[config.mk]
export PLATFORM = sky130hd
export DESIGN_NAME = neuron_accumulate_activate
export DESIGN_NICKNAME = d
export VERILOG_FILES = /design/src/rtl/nn_pkg.sv /design/src/rtl/saturate_relu.sv /design/src/rtl/neuron_accumulate_activate.sv
export SDC_FILE = /design/constraint.sdc
export NUM_CORES = 1
export LEC_CHECK = 0
export ABC_AREA = 1
export CORE_ASPECT_RATIO = 1.1
export CORE_MARGIN = 8
export CORE_UTILIZATION = 37
export CTS_BUF_LIST = sky130_fd_sc_hd__clkbuf_16
export DETAILED_ROUTE_END_ITERATION = 8
export GPL_TIMING_DRIVEN = 0
export PLACE_DENSITY_LB_ADDON = 0.2
export SLEW_MARGIN = 15
export SYNTH_ARGS = -nofsm -noshare
export SYNTH_HDL_FRONTEND = slang
export SYNTH_SLANG_ARGS = --single-unit
[constraint.sdc]
create_clock -name clk_in -period 7.5 [get_ports clk_in]
set_input_delay 1.5 -clock clk_in [delete_from_list [all_inputs] [get_ports clk_in]]
set_output_delay 1.5 -clock clk_in [all_outputs]
set_load 0.01 [all_outputs]
[src/rtl/nn_pkg.sv]
// Shared defaults and FSM state type for the neuron accumulate/activate datapath.
package nn_pkg;

  localparam int DEFAULT_SUM_WIDTH = 16;
  localparam int DEFAULT_ACC_WIDTH = 24;

  typedef enum logic [1:0] {
    IDLE   = 2'd0,
    ACCUM  = 2'd1,
    OUTPUT = 2'd2
  } state_t;

endpackage

[src/rtl/saturate_relu.sv]
// Clamps a wide signed accumulator into the narrow activation range,
// then optionally applies ReLU to the clamped value.
module saturate_relu #(
  parameter int SUM_WIDTH   = 16,
  parameter int ACC_WIDTH   = 24,
  parameter int RELU_ENABLE = 1
) (
  input  logic signed [ACC_WIDTH-1:0] acc_in,
  output logic        [SUM_WIDTH-1:0] result_out
);

  // Range limits of the narrow type, sign-extended to accumulator width
  localparam logic signed [ACC_WIDTH-1:0] MAX_VAL =
    {{(ACC_WIDTH-SUM_WIDTH+1){1'b0}}, {(SUM_WIDTH-1){1'b1}}};
  localparam logic signed [ACC_WIDTH-1:0] MIN_VAL =
    {{(ACC_WIDTH-SUM_WIDTH+1){1'b1}}, {(SUM_WIDTH-1){1'b0}}};

  logic [SUM_WIDTH-1:0] clamped;

  always_comb begin
    clamped = acc_in[SUM_WIDTH-1:0];
    if (acc_in > MAX_VAL) begin
      clamped = MAX_VAL[SUM_WIDTH-1:0];
    end else if (acc_in < MIN_VAL) begin
      clamped = MIN_VAL[SUM_WIDTH-1:0];
    end
    result_out = clamped;
    if ((RELU_ENABLE != 0) && clamped[SUM_WIDTH-1]) begin
      result_out = '0;
    end
  end

endmodule

[src/rtl/neuron_accumulate_activate.sv]
// Accumulates bias plus a stream of partial sums for one neuron, then
// presents the saturated (optionally ReLU'd) activation with a valid/ready handshake.
module neuron_accumulate_activate
  import nn_pkg::*;
#(
  parameter int SUM_WIDTH   = DEFAULT_SUM_WIDTH,
  parameter int ACC_WIDTH   = DEFAULT_ACC_WIDTH,
  parameter int MAX_CHUNKS  = 16,
  parameter int RELU_ENABLE = 1
) (
  input  logic                 clk_in,
  input  logic                 reset_ni,
  input  logic [SUM_WIDTH-1:0] partial_sum_in,
  input  logic                 partial_valid_in,
  input  logic                 partial_last_in,
  output logic                 partial_ready_out,
  input  logic [SUM_WIDTH-1:0] bias_in,
  output logic [SUM_WIDTH-1:0] activation_out,
  output logic                 activation_valid_out,
  input  logic                 activation_ready_in,
  output logic                 chunk_overflow_out
);

  localparam int CNT_W = $clog2(MAX_CHUNKS + 1);

  state_t state, state_next;

  logic signed [ACC_WIDTH-1:0] acc, acc_next, acc_base, sum_ext, bias_ext;
  logic [CNT_W-1:0]            chunk_count, count_next;
  logic                        beat_accept, at_max, finish;
  logic [SUM_WIDTH-1:0]        sat_result;

  assign partial_ready_out = (state != OUTPUT);
  assign beat_accept       = partial_valid_in && partial_ready_out;

  assign sum_ext  = {{(ACC_WIDTH-SUM_WIDTH){partial_sum_in[SUM_WIDTH-1]}}, partial_sum_in};
  assign bias_ext = {{(ACC_WIDTH-SUM_WIDTH){bias_in[SUM_WIDTH-1]}}, bias_in};

  // The first beat of a neuron starts from the bias instead of the stale accumulator
  assign acc_base   = (state == IDLE) ? bias_ext : acc;
  assign acc_next   = acc_base + sum_ext;
  assign count_next = (state == IDLE) ? CNT_W'(1) : chunk_count + CNT_W'(1);
  assign at_max     = (count_next == CNT_W'(MAX_CHUNKS));
  assign finish     = beat_accept && (partial_last_in || at_max);

  saturate_relu #(
    .SUM_WIDTH  (SUM_WIDTH),
    .ACC_WIDTH  (ACC_WIDTH),
    .RELU_ENABLE(RELU_ENABLE)
  ) u_saturate_relu (
    .acc_in    (acc_next),
    .result_out(sat_result)
  );

  always_comb begin
    state_next = state;
    case (state)
      IDLE:    if (beat_accept) state_next = finish ? OUTPUT : ACCUM;
      ACCUM:   if (finish) state_next = OUTPUT;
      OUTPUT:  if (activation_ready_in) state_next = IDLE;
      default: state_next = IDLE;
    endcase
  end

  always_ff @(posedge clk_in or negedge reset_ni) begin
    if (!reset_ni) begin
      state <= IDLE;
    end else begin
      state <= state_next;
    end
  end

  // Hitting MAX_CHUNKS without a last flag closes the neuron and latches the error
  always_ff @(posedge clk_in or negedge reset_ni) begin
    if (!reset_ni) begin
      acc                  <= '0;
      chunk_count          <= '0;
      activation_out       <= '0;
      activation_valid_out <= 1'b0;
      chunk_overflow_out   <= 1'b0;
    end else if (beat_accept) begin
      acc         <= acc_next;
      chunk_count <= count_next;
      if (finish) begin
        activation_out       <= sat_result;
        activation_valid_out <= 1'b1;
      end
      if (at_max && !partial_last_in) begin
        chunk_overflow_out <= 1'b1;
      end
    end else if ((state == OUTPUT) && activation_ready_in) begin
      activation_valid_out <= 1'b0;
    end
  end

endmodule

==> qor.log, run 1 <==
qor: synth.syn_warnings 0
qor: route.wl 11.71 mm
qor: route.drt_pass1_iterations 6
qor: cts.post_cts_resize_count 0
qor: synth.synthXorXnorAreaFrac 2.971%
qor: finish.mostFrequentLayoutCell sky130_fd_sc_hd__nand2_1
qor: pwr.pwr_density 357.1 nW/um2
qor: global_route.largest_net_degree_at_the_start_of_global_routing 30
qor: finish.multi_input_gate_area_in_the_final_layout 2482 um2
qor: worst_setup_path.critPathBufInv 3
qor: synth.synth_sequential_area_ratio 29.10%
qor: cts.cts_tree yes
qor: finish.nFillCells 1174
qor: synth.synth_simple_gate_area_share 41.19%
qor: synth.synth_cell_type_count 35
qor: cts.hold_buffers 0
qor: worst_setup_path.critical-path-top-cell-by-count sky130_fd_sc_hd__nand2_1
qor: worst_setup_path.criticalPathCategory primary input to register
qor: worst_setup_path.critical_path.max_stage_delay 0.44 ns
qor: route.route.top_layer_used met4
qor: floorplan.dieWidth 116.7 um
qor: worst_setup_path.cp.arrival 4.24 ns
qor: finish.layout.core_utilization 46.25%
qor: finish.p_r_area_growth_vs_syn 22.25%
qor: floorplan.fp.dieH 126.8 um
qor: sta.report.final.slew_viol_count 0
qor: sta.setup_tns 0 ns
qor: global_route.grtUsageTotal 16.39%
qor: synth.synthesis.nets 714
qor: synth.synth_seq_cells 48
qor: worst_setup_path.crit_required 7.69 ns
qor: route.avgViaCountPerCell 4.712
qor: synth.synth_compound_area_share 7.821%
qor: finish.final_layout_size_suffix_gt1_share 9.384%
qor: cts.clock_latency 0.30 ns
qor: synth.synthesis.instances 651
qor: sta.fin_crit 4.057 ns
qor: cts.clkSinkCount 48
qor: cts.clk_root_buffer_cell sky130_fd_sc_hd__clkbuf_16
qor: finish.insertedDiodeCount 0
qor: synth.synth.mux.area_fraction 0%
qor: cts.postCtsSetupBuffers 0
qor: sta.clock.fmax 0.2465 GHz
qor: sta.final_hold_viol_count 0
qor: synth.post_synth_fa_ha_maj_area_fraction 8.063%
qor: global_route.first_global_vias 3967
qor: worst_setup_path.cp_cell_sequence clkdlybuf4s50_1 -> nor2_4 -> nor2_1 -> ha_1 -> nand2_1 -> inv_1 -> nand2_1 -> nor2_1 -> nand3b_1 -> nand4_1 -> nand3_1 -> nor2_2 -> nand2_2 -> nand2_4 -> buf_12 -> nand2_2 -> nand2_1 -> nand2_1
qor: cts.clkTransAtPathRegs 0.07 ns
qor: route.routed-wl-met3 413 um
qor: worst_setup_path.timing.critical_path.from_type primary input
qor: finish.seqCellArea 1201 um2
qor: global_route.first_pass_grt_wire_length 19.23 mm
qor: floorplan.core_region_area 10910 um2
qor: sta.timing.final.crit_share 54.09%
qor: sta.setup_repair_after_global_routing_missed_its_margin false
qor: finish.final_net_count 776
qor: cts.max-clock-path-buffers 2
qor: worst_setup_path.cell_with_the_biggest_individual_delay_on_the_critical_path sky130_fd_sc_hd__clkdlybuf4s50_1
qor: floorplan.floorplan.initialDensity 37.83%
qor: floorplan.floorplan.die_area 14800 um2
qor: run_status.run_status completed
qor: worst_setup_path.cp_max_fo 10
qor: global_route.grt_antenna_before_repair 0
qor: route.drcViolationCount 0
qor: synth.dominant_combinational_cell_family_by_area_after_synthesis simple AND/OR/NAND/NOR gates
qor: worst_setup_path.worstSetupEndpointType register
qor: route.detail_route.wirelength.met1 5.305 mm
qor: route.first_iter_violations 248
qor: pwr.irDropWorstVdd 0.1286 mV
qor: route.detailroute.wirelength.met2 5.816 mm
qor: sta.max_slew.worst_pin.slew 0.7026 ns
qor: route.postRouteAntennaNets 0
qor: sta.timing.clock.skew 0.009378 ns
qor: placement.routability_driven_placement_congestion_ratio 0.9081
qor: global_route.gr-total-overflow 0
qor: min_path.hold_path_class register to register
qor: cts.cts-htree-levels 2
qor: placement.port_buffer_count 54
qor: worst_setup_path.critPathTopFamily simple AND/OR/NAND/NOR gates
qor: finish.layout.cells.most_common_list 263 x sky130_fd_sc_hd__nand2_1, 90 x sky130_fd_sc_hd__inv_1, 53 x sky130_fd_sc_hd__clkdlybuf4s50_1
qor: floorplan.boundaryPins 56
qor: synth.synthesis.area 4128 um2
qor: job.reported_max_cap_violation_count 0
qor: synth.synthesized_area_per_cell 6.341 um2
qor: floorplan.placementRows 40
qor: sta.setup_viol 0
qor: sta.maxSlewHeadroom 53.16%
qor: route.wire_per_inst 13.60 um
qor: route.vias 4057
qor: pwr.power.leakage 2.654 nW
qor: cts.cts-buffers-inserted 5
qor: placement.dp_hpwl 9.761 mm
==> stage by stage <==
stage               area [um2]  setup slack (ns)  total power, mW  hold slack [ns]  cells
floorplan                 4128             3.976            1.215           0.4534    651
detailed placement        4875             3.134            1.541           0.4548    853
global placement          4852             3.171            1.525           0.4501    852
finish                    5046             3.443            1.802           0.4648    861
CTS                       5046             3.438            1.810           0.4705    861
global route              5046             3.211            1.974           0.5065    861
==> area by class of cell <==
class / count / share of cell area [%]
clock inverters: 3 / 0.9174
well taps: 147 / 3.645
plain buffers: 14 / 1.810
repair buffers: 55 / 11.16
flip-flops and latches: 48 / 23.80
inverters: 94 / 6.992
multi-input cells: 495 / 49.19
clock buffers: 5 / 2.480
==> logic make-up after synthesis <==
logic type | count (synthesis)
and+or+nand+nor | 393
buffers and inverters | 108
AOI/OAI and AO/OA | 61
DFF | 48
adders and majority gates | 26
xor gates and xnor gates | 14
other | 1
==> worst paths after layout <==
path	start	end	slack, ns	depth (start not counted)
max	bias_in[15]	activation_out[13]	3.44	18
min	chunk_overflow_out	chunk_overflow_out	0.46	1
max reg2reg	state[1]	activation_out[13]	3.93	19
min reg2reg	chunk_overflow_out	chunk_overflow_out	0.46	1
max in group asynchronous	reset_ni	acc[16]	5.69	2
min in group asynchronous	reset_ni	acc[2]	1.24	1
==> cells in the mapped netlist <==
master	count	share of area [%]
sky130_fd_sc_hd__nand2_1	263	24
sky130_fd_sc_hd__clkbuf_1	9	0.82
sky130_fd_sc_hd__a211oi_1	1	0.18
sky130_fd_sc_hd__buf_12	1	0.49
sky130_fd_sc_hd__a21oi_1	19	2.3
sky130_fd_sc_hd__nor2_4	4	1.1
sky130_fd_sc_hd__inv_2	4	0.36
sky130_fd_sc_hd__nand3_2	1	0.24
sky130_fd_sc_hd__conb_1	1	0.091
sky130_fd_sc_hd__fa_1	1	0.49
sky130_fd_sc_hd__or2_1	1	0.15
sky130_fd_sc_hd__dfrtp_1	48	29
sky130_fd_sc_hd__o31ai_1	1	0.18
sky130_fd_sc_hd__nor3_2	1	0.24
sky130_fd_sc_hd__xnor2_1	7	1.5
sky130_fd_sc_hd__or2_2	1	0.15
sky130_fd_sc_hd__nand4_1	6	0.91
sky130_fd_sc_hd__buf_6	2	0.55
sky130_fd_sc_hd__nor2_1	46	4.2
sky130_fd_sc_hd__o21ai_1	1	0.12
sky130_fd_sc_hd__nand3b_1	5	0.91
sky130_fd_sc_hd__nand2_2	26	3.9
sky130_fd_sc_hd__buf_4	2	0.36
sky130_fd_sc_hd__ha_1	25	7.6
sky130_fd_sc_hd__nand2_4	2	0.55
sky130_fd_sc_hd__nor2_2	10	1.5
sky130_fd_sc_hd__inv_1	90	8.2
sky130_fd_sc_hd__a32o_1	1	0.24
sky130_fd_sc_hd__a31oi_1	3	0.45
sky130_fd_sc_hd__and2_2	2	0.36
sky130_fd_sc_hd__nor3_1	3	0.36
sky130_fd_sc_hd__nand3_1	22	2.7
sky130_fd_sc_hd__a31o_2	1	0.21
sky130_fd_sc_hd__xor2_1	7	1.5
sky130_fd_sc_hd__o21ai_0	34	4.1
==> per-layer routing <==
metal  up-vias  track usage [%]
li1       2120                -
met1      1875            19.75
met2        54            29.41
met3         8            1.804
met4         0            5.053
met5         -                0
==> flip-flops by register name (all words and copies together), names as in the netlist <==
register,count
chunk_count,5
acc,24
chunk_overflow_out,1
activation_out,15
state,2
activation_valid_out,1
==> where the power goes <==
part           switching [mW]  internal, mW
clock network           0.105         0.159
logic                   0.689         0.425
registers              0.0586         0.366
(Power assumes the default switching activity.)
==> inputs of run 2 (changes only) <==
Clock period 7.5 ns to 3.4 ns, I/O delays scaled along.
==> qor.log, run 2 (synthesized netlist as in run 1, its figures left out) <==
qor: run_status.run_status completed
qor: global_route.first_pass_grt_wire_length 19.20 mm
qor: sta.setup_viol 0
qor: pwr.p_total 4.022 mW
qor: floorplan.floorplan.die_area 14800 um2
qor: route.drcViolationCount 0
qor: worst_setup_path.crit_required 3.59 ns
qor: global_route.first_global_vias 3967
qor: min_path.hold_path_class primary input to async pin
qor: job.reported_max_cap_violation_count 0
qor: sta.timing.final.crit_share 93.11%
qor: cts.clk_root_buffer_cell sky130_fd_sc_hd__clkbuf_16
qor: worst_setup_path.timing.critical_path.from_type register
qor: worst_setup_path.r2r_slack 0.23 ns
qor: route.wire_per_inst 13.64 um
qor: global_route.grt_antenna_before_repair 0
qor: cts.cts-buffers-inserted 5
qor: route.avgViaCountPerCell 4.718
qor: sta.post-route-worst-setup-slack 0.2343 ns
qor: finish.mostFrequentLayoutCell sky130_fd_sc_hd__nand2_1
qor: finish.largest_register_ff_count 24
qor: worst_setup_path.crit_end activation_out[4]
qor: cts.hold_buffers 0
qor: route.vias 4076
qor: cts.cts-htree-levels 2
qor: cts.clkTransAtPathRegs 0.07 ns
qor: pwr.pwr_density 783.2 nW/um2
qor: floorplan.boundaryPins 56
qor: cts.clock_latency 0.29 ns
qor: worst_setup_path.cp_max_fo 10
qor: finish.multi_input_gate_area_in_the_final_layout 2515 um2
qor: pwr.p_int 2.127 mW
qor: global_route.gr-total-overflow 0
qor: placement.dp_hpwl 9.761 mm
qor: finish.final_net_count 779
qor: worst_setup_path.worstSetupEndpointType register
qor: sta.max_slew.worst_pin.slew 0.7052 ns
qor: sta.clock.fmax 0.3159 GHz
qor: floorplan.core_region_area 10910 um2
qor: placement.placement.setup.worst_slack -0.1776 ns
qor: finish.p_r_area_growth_vs_syn 24.43%
qor: pwr.irDropWorstVdd 0.2904 mV
qor: sta.final_hold_viol_count 0
qor: placement.port_buffer_count 54
qor: worst_setup_path.worst_r2r_endpoint activation_out[4]
qor: route.wl 11.79 mm
qor: pwr.clockPowerShare 14.5%
qor: finish.layout.core_utilization 47.08%
qor: finish.insertedDiodeCount 0
qor: cts.clkSinkCount 48
qor: finish.seqCellArea 1202 um2
qor: route.drt_pass1_iterations 4
qor: sta.maxSlewHeadroom 52.98%
qor: floorplan.fp.dieH 126.8 um
qor: worst_setup_path.cp.arrival 3.36 ns
qor: worst_setup_path.worst_setup_path_startpoint state[1]
qor: route.first_iter_violations 270
qor: sta.timing.clock.skew 0.008593 ns
qor: pwr.switchingPower 1.895 mW
qor: floorplan.placementRows 40
qor: pwr.comb_power_share 62.2%
qor: global_route.grtUsageTotal 16.35%
qor: floorplan.floorplan.initialDensity 37.83%
qor: placement.routability_driven_placement_congestion_ratio 0.9081
qor: finish.final_layout_size_suffix_gt1_share 11.30%
qor: global_route.largest_net_degree_at_the_start_of_global_routing 30
qor: pwr.power.sequential.fraction 23.4%
qor: finish.nFillCells 1169
qor: sta.report.final.slew_viol_count 0
qor: cts.max-clock-path-buffers 2
qor: worst_setup_path.reg2reg_depth 23
qor: finish.layout.cell_area.non_filler 5136 um2
qor: pwr.power.leakage 2.688 nW
qor: finish.registers.top_by_ff_count acc
qor: sta.fin_crit 3.166 ns
qor: placement.detailed_place.area 4875 um2
qor: route.postRouteAntennaNets 0
qor: worst_setup_path.worst_r2r_startpoint state[1]
qor: pwr.swShare 47.11%
qor: finish.layout.cells.most_common_list 263 x sky130_fd_sc_hd__nand2_1, 90 x sky130_fd_sc_hd__inv_1, 52 x sky130_fd_sc_hd__clkdlybuf4s50_1
qor: cts.cts_tree yes
qor: floorplan.dieWidth 116.7 um
qor: worst_setup_path.criticalPathCategory register to register
qor: finish.biggestRegsByFlops acc: 24 flops, activation_out: 15 flops, chunk_count: 5 flops
-- run 2: power by group through the flow --
stage | clock network [mW] | logic (mW) | registers, mW
after floorplan | 0 | 1.72 | 0.958
after global placement | 0 | 2.43 | 0.936
after detailed placement | 0 | 2.46 | 0.942
after CTS | 0.590 | 2.47 | 0.936
after global routing | 0.610 | 2.82 | 0.966
final | 0.582 | 2.50 | 0.940
-- run 2: worst min-delay path by stage --
| stage | endpoint | slack [ns] |
|---|---|---|
| floorplan | acc[0] | 0.38 |
| finish | acc[2] | 0.42 |
| global placement | chunk_overflow_out | 0.45 |
| detailed placement | chunk_overflow_out | 0.45 |
| CTS | acc[2] | 0.46 |
| global route | acc[2] | 0.48 |
-- run 2: critical path: stages (launching register included) --
cell,delay [ns]
sky130_fd_sc_hd__dfrtp_2,0.45
sky130_fd_sc_hd__nor2_4,0.16
sky130_fd_sc_hd__buf_6,0.17
sky130_fd_sc_hd__buf_4,0.19
sky130_fd_sc_hd__nand2_1,0.06
sky130_fd_sc_hd__nand2_1,0.07
sky130_fd_sc_hd__ha_2,0.22
sky130_fd_sc_hd__fa_2,0.26
sky130_fd_sc_hd__nand2_1,0.07
sky130_fd_sc_hd__nand2_1,0.12
sky130_fd_sc_hd__nand3_2,0.09
sky130_fd_sc_hd__nand2_2,0.13
sky130_fd_sc_hd__nand2_2,0.08
sky130_fd_sc_hd__nand2_1,0.09
sky130_fd_sc_hd__nand2_1,0.05
sky130_fd_sc_hd__nand2_1,0.09
sky130_fd_sc_hd__nand3_1,0.10
sky130_fd_sc_hd__nor2_2,0.16
sky130_fd_sc_hd__nand2_2,0.10
sky130_fd_sc_hd__nand2_4,0.11
sky130_fd_sc_hd__buf_12,0.14
sky130_fd_sc_hd__nand2_2,0.04
sky130_fd_sc_hd__nand2_1,0.06
sky130_fd_sc_hd__nand2_1,0.05
-- run 2: what timing repair did --
action	CTS	global route
endpoints found under the setup margin	15	16
buffers inserted	0	4
pin swaps	0	1
resized for setup	2	19
-- run 2: through the flow --
stage | TNS, ns | hold slack, ns | cells
floorplan | 0 | 0.3844 | 651
global placement | -1.464 | 0.4501 | 852
detailed placement | -1.917 | 0.4548 | 853
CTS | 0 | 0.4551 | 860
global route | -0.01238 | 0.4789 | 864
finish | 0 | 0.4233 | 864
-- run 2: cell type report --
cell class	count	area share, %
well taps	147	3.581
clock inverters	3	0.9013
inverters	94	6.918
clock buffers	5	2.436
multi-input cells	495	48.96
flip-flops and latches	48	23.41
repair buffers	59	11.79
plain buffers	13	1.998
-- run 2: metal layers --
layer | wire, um | GRT usage, % | up-vias
met5 | 0 | 0 | -
met4 | 172 | 5.053 | 0
met3 | 422 | 1.804 | 8
met2 | 5803 | 29.27 | 61
met1 | 5389 | 19.75 | 1883
li1 | - | - | 2124
==> RTL change 1: new RTL, config.mk and constraints of run 2 <==
`RELU_ENABLE` is set to 1 in 2 places; all go to 0.
--- a/src/rtl/saturate_relu.sv
+++ b/src/rtl/saturate_relu.sv
@@ -3,7 +3,7 @@
 module saturate_relu #(
   parameter int SUM_WIDTH   = 16,
   parameter int ACC_WIDTH   = 24,
-  parameter int RELU_ENABLE = 1
+  parameter int RELU_ENABLE = 0
 ) (
   input  logic signed [ACC_WIDTH-1:0] acc_in,
   output logic        [SUM_WIDTH-1:0] result_out
--- a/src/rtl/neuron_accumulate_activate.sv
+++ b/src/rtl/neuron_accumulate_activate.sv
@@ -6,7 +6,7 @@
   parameter int SUM_WIDTH   = DEFAULT_SUM_WIDTH,
   parameter int ACC_WIDTH   = DEFAULT_ACC_WIDTH,
   parameter int MAX_CHUNKS  = 16,
-  parameter int RELU_ENABLE = 1
+  parameter int RELU_ENABLE = 0
 ) (
   input  logic                 clk_in,
   input  logic                 reset_ni,
Formal check against the unedited RTL: not equivalent (a bounded check fails within 4 cycles, from zero or initial values and one cycle with reset_ni low).
==> RTL change 1 against run 2 <==
Clock power shrank 13%. Area after synthesis down 1.8%. Total power grew 10%. Routed wire length is 1.3% higher. Via count fell by 0.15%. Sequential cell count up 1. Cell area barely moved. Cell count decreased by 0.69%. Largest power group unchanged. Worst setup slack improved by 0.025 ns. Non-clock buffer count up 6.
==> RTL change 1: results (changes against run 2) <==
Timing
  • Least-Margin Pin Slew: 0.733 ns (was 0.705 ns)
  • Fmax: 318 MHz (was 316 MHz)
  • Clk_skew: 0.00894 ns (was 0.00859 ns)

Logic synthesis
  • Sequential-to-total area share from yosys stat: 30.3% (was 29.1%)
  • XOR/XNOR Fraction of Synth Area: 3.43% (was 2.97%)
  • Cells after Synth: 638 (was 651)
  • Largest cells by area after synthesis: dfrtp_1, nand2_1, ha_1, inv_1, o21ai_0 (was dfrtp_1, nand2_1, inv_1, ha_1, nor2_1)
  • Commonest cells in the netlist: nand2_1, inv_1, dfrtp_1, nor2_1, o21ai_0 (unchanged)
  • Synth Area in Adders: 7.90% (was 8.06%)
  • Syn nets: 700 (was 714)

Layout
  • Top flop regs: acc x24, activation_out x16, chunk_count x5 (was acc x24, activation_out x15, chunk_count x5)
  • Nonclk buf count: 78 (was 72)
  • Seq/total area: 23.9% (was 23.4%)
  • Fin cells: 858 (was 864)
  • Non-CTS inverters: 88 (was 94)
  • Post-layout util: 47.5% (was 47.1%)
  • Fill count: 1,172 (was 1,169)
  • Share of cells above drive strength 1: 12.7% (was 11.3%)
  • ClkCell Share: 2.80% (was 3.34%)
  • #MultiIn Comb: 488 (was 495)
  • # nets final: 772 (was 779)

Place
  • Gp weighted congestion: 0.932 (was 0.908)
  • Post-Place Cell Area: 4810 um2 (was 4870 um2)
  • Setup WS pre-CTS: -0.283 ns (was -0.178 ns)

Outcome
  • Status: finished, final reports clean (unchanged)

Setup path
  • Worst r2r src: state[0] (was state[1])
  • R2R Path End: activation_out[9] (was activation_out[4])
  • R2r setup slk: 0.26 ns (was 0.23 ns)
  • Critical path's slowest cell: dfrtp_1 (was dfrtp_2)
  • Worst-case reg-to-reg path depth: 22 (was 23)

Drt
  • Routed wire length: 11,900 um (was 11,800 um)
  • Vias per Instance: 4.74 (was 4.72)
  • DRT iter0 DRCs: 223 (was 270)
  • DRT Pass-1 Iters: 5 (was 4)

Global route
  • Met2 usage: 28.1% (was 29.3%)
  • First-pass GRT wire length: 19,700 um (was 19,200 um)
  • Tot GR Track Use: 16.8% (was 16.4%)
  • Global-route met1 utilization: 21.6% (was 19.7%)

Clock network
  • Post_cts resized: 5 (was 2)

Pwr
  • Peak VDD IR: 363 uV (was 290 uV)
  • Leakage: 0.00269 uW (about the same)
-- RTL change 1: where the power goes --
part / switching [uW] / internal, uW
logic: 1810 / 1150
clock network: 235 / 271
registers: 124 / 842
total: 2170 / 2260
-- RTL change 1: metal layers --
layer	wire [um]	part of all wire [%]
met1	5490	46
met2	5710	48
met3	547	4.6
met4	201	1.7
met5	0	0
-- RTL change 1: kinds of logic (layout without fill, tap and decap cells) --
logic type / Yosys count / count (layout)
AND/OR/NAND/NOR: 379 / 380
AO/OA/AOI/OAI: 68 / 68
flip-flops: 49 / 49
buffers and inverters: 102 / 174
adder cells (fa/ha/maj): 25 / 25
XOR/XNOR: 15 / 15
-- RTL change 1: worst max-delay path by stage --
| stage | endpoint | cells after the start |
|---|---|---|
| 2_1_floorplan | activation_out[4] | 22 |
| 3_3_place_gp | activation_out[4] | 21 |
| 3_5_place_dp | activation_out[5] | 21 |
| 4_1_cts | activation_out[9] | 19 |
| 5_1_grt | activation_out[13] | 23 |
| 6_report | activation_out[9] | 22 |
==> RTL change 2: new RTL, flow settings as in run 2 <==
Made on the original files. Re-encode `state_t` (3 states) as one-hot, 3 bits wide.
--- a/src/rtl/nn_pkg.sv
+++ b/src/rtl/nn_pkg.sv
@@ -4,10 +4,10 @@
   localparam int DEFAULT_SUM_WIDTH = 16;
   localparam int DEFAULT_ACC_WIDTH = 24;
 
-  typedef enum logic [1:0] {
-    IDLE   = 2'd0,
-    ACCUM  = 2'd1,
-    OUTPUT = 2'd2
+  typedef enum logic [2:0] {
+    IDLE   = 3'b001,
+    ACCUM  = 3'b010,
+    OUTPUT = 3'b100
   } state_t;
 
 endpackage
Function: no difference found for any inputs over 4 cycles, from zero or initial values and one cycle with reset_ni low; so few cycles prove little.
==> RTL change 2 against run 2 <==
Routed wire length is 10% higher. Worst setup slack worse by 0.13 ns. Area after synthesis is 3.2% lower. Synthesized cell count is 4.0% lower. Hold slack worse by 0.069 ns. Via count is 6.3% higher. Cell area is 12% higher. Sequential cell count is 1 higher. Non-clock buffer count is 46 higher.
Power is left out: the tool's default activity adds up to more than one toggle a clock period on the data nets, which glitch-free logic cannot reach.
==> RTL change 2: results (changes against run 2) <==
Global route
  • Initial antenna violation count: 0 (unchanged)
  • Tot GR Track Use: 17.2% (was 16.4%)
  • First-pass GRT wire length: 19,900 um (was 19,200 um)
  • Largest net degree at the start of global routing: 30 (unchanged)
  • Number of global-route vias before repair: 4,102 (was 3,967)

Drt
  • Routed wire length: 13,000 um (was 11,800 um)
  • Via Count: 4,333 (was 4,076)
  • DRT Pass-1 Iters: 5 (was 4)
  • DRT iter0 DRCs: 317 (was 270)
  • DRT antenna net count: 0 (unchanged)

Layout
  • # nets final: 798 (was 779)
  • Top flop regs: acc x24, activation_out x15, chunk_count x5 (unchanged)
  • Share of cells above drive strength 1: 24.8% (was 11.3%)
  • Ant. Diodes: 0 (unchanged)
  • Max reg flops: 24 (unchanged)

Logic synthesis
  • Synthesis Warnings: 0 (unchanged)
  • Commonest cells in the netlist: nand2_1, inv_1, dfrtp_1, o21ai_0, nor2_1 (was nand2_1, inv_1, dfrtp_1, nor2_1, o21ai_0)
  • Asr flop ratio synth: 100% (unchanged)
  • Unique masters post-synth: 35 (unchanged)
  • Largest cells by area after synthesis: dfrtp_1, nand2_1, inv_1, ha_1, o21ai_0 (was dfrtp_1, nand2_1, inv_1, ha_1, nor2_1)
  • Syn nets: 688 (was 714)
  • Sequential-to-total area share from yosys stat: 30.7% (was 29.1%)

Setup path
  • Largest fanout on the critical path: 9 (was 10)

Place
  • Detailed-placement wirelength estimate: 9870 um (was 9760 um)
  • Gp weighted congestion: 0.937 (was 0.908)

Clock network
  • H-tree Lvls: 2 (unchanged)
  • Clock root buffer master: clkbuf_16 (unchanged)
  • CTS Sinks: 49 (was 48)
  • Worst skew pair latency: 0.29 ns (about the same)
  • CTS Buf Count: 5 (unchanged)
  • Clock transition at path regs: about 0.060 ns

Outcome
  • Status: finished, final reports clean (unchanged)

Worst hold path
  • Hold Crit Class: in -> async (unchanged)

Timing
  • Clk_skew: 0.00473 ns (was 0.00859 ns)
  • Least-Margin Pin Slew: 0.849 ns (was 0.705 ns)
-- RTL change 2: cell types whose count changed after synthesis, moves of 4 or more --
cell,delta
nand3b_1,-4
nand4_1,+4
inv_2,+5
o21ai_0,+13
a31oi_1,+5
nor2_1,-6
nand2_1,-28
inv_1,-4
nor2_2,-10
nor2_4,-4
nor3_1,+4
nand3_1,+16
nand2_2,-24
-- RTL change 2: cell families after synthesis --
| group | after synthesis | share of synthesized area, % |
|---|---|---|
| and+or+nand+nor | 338 | 34.8 |
| buffers and inverters | 112 | 11.3 |
| AOI/OAI and AO/OA | 84 | 11.2 |
| DFF | 49 | 30.7 |
| adders and majority gates | 26 | 8.33 |
| xor gates and xnor gates | 15 | 3.48 |
| other | 1 | 0.0939 |
-- RTL change 2: per-stage QoR --
step                area, um2  util, %  setup WS, ns  hold WS (ns)  cells
floorplan                4000        -         0.153         0.384    625
detailed placement       4730     44.2        -0.812         0.447    827
finish                   5770     53.8         0.108         0.355    882
global route             5770     53.8       -0.0393         0.387    882
global placement         4720     44.1        -0.770         0.442    826
CTS                      5150     48.0      0.000442         0.364    843
-- RTL change 2: critical path, cell delays in order (launching register included) --
cell and delay [ns]:
dfstp_2 0.54, inv_2 0.05, nor3_4 0.17, buf_6 0.15
inv_6 0.05, or2_4 0.23, buf_4 0.15, o21ai_2 0.06
inv_2 0.06, ha_4 0.30, nand4_1 0.16, nor2_2 0.15
nand4_1 0.22, nand4_1 0.18, nand2_1 0.06, nor2_1 0.12
nand3_2 0.14, nand2_4 0.12, buf_6 0.12, nand2_1 0.04
nand2_1 0.07, nand2_1 0.05
-- RTL change 2: worst paths after layout --
check	from	end	slack (ns)	cells after the start
max reg2reg	state[0]	activation_out[14]	0.11	21
max in group asynchronous	reset_ni	state[0]	2.44	2
max	state[0]	activation_out[14]	0.11	21
min in group clk_in	chunk_overflow_out	chunk_overflow_out	0.46	1
min	reset_ni	activation_out[1]	0.35	1
min reg2reg	chunk_overflow_out	chunk_overflow_out	0.46	1
-- RTL change 2: final cells by class --
type	instances	area (um2)
multi-input combinational	465	2760
fill	1060	4940
timing repair buffer	102	936
clock inverter	2	35.0
inverter	96	370
clock buffer	5	125
buffer	16	125
tap	147	184
sequential	49	1230
-- RTL change 2: what timing repair did --
item | CTS | global route
endpoints found under the hold margin | 0 | 0
gates cloned | 0 | 5
endpoints found under the setup margin | 25 | 16
pin swaps | 9 | 52
resized for setup | 39 | 112
buffers inserted | 9 | 34
hold buffers | 0 | 0
-- RTL change 2: layer usage --
| layer | global-route usage, % | vias up | share of wire [%] |
|---|---|---|---|
| li1 | - | 2189 | - |
| met1 | 22.5 | 2003 | 44 |
| met2 | 28.3 | 119 | 49 |
| met3 | 1.69 | 22 | 4.2 |
| met4 | 6.97 | 0 | 2.8 |
| met5 | 0 | - | 0 |
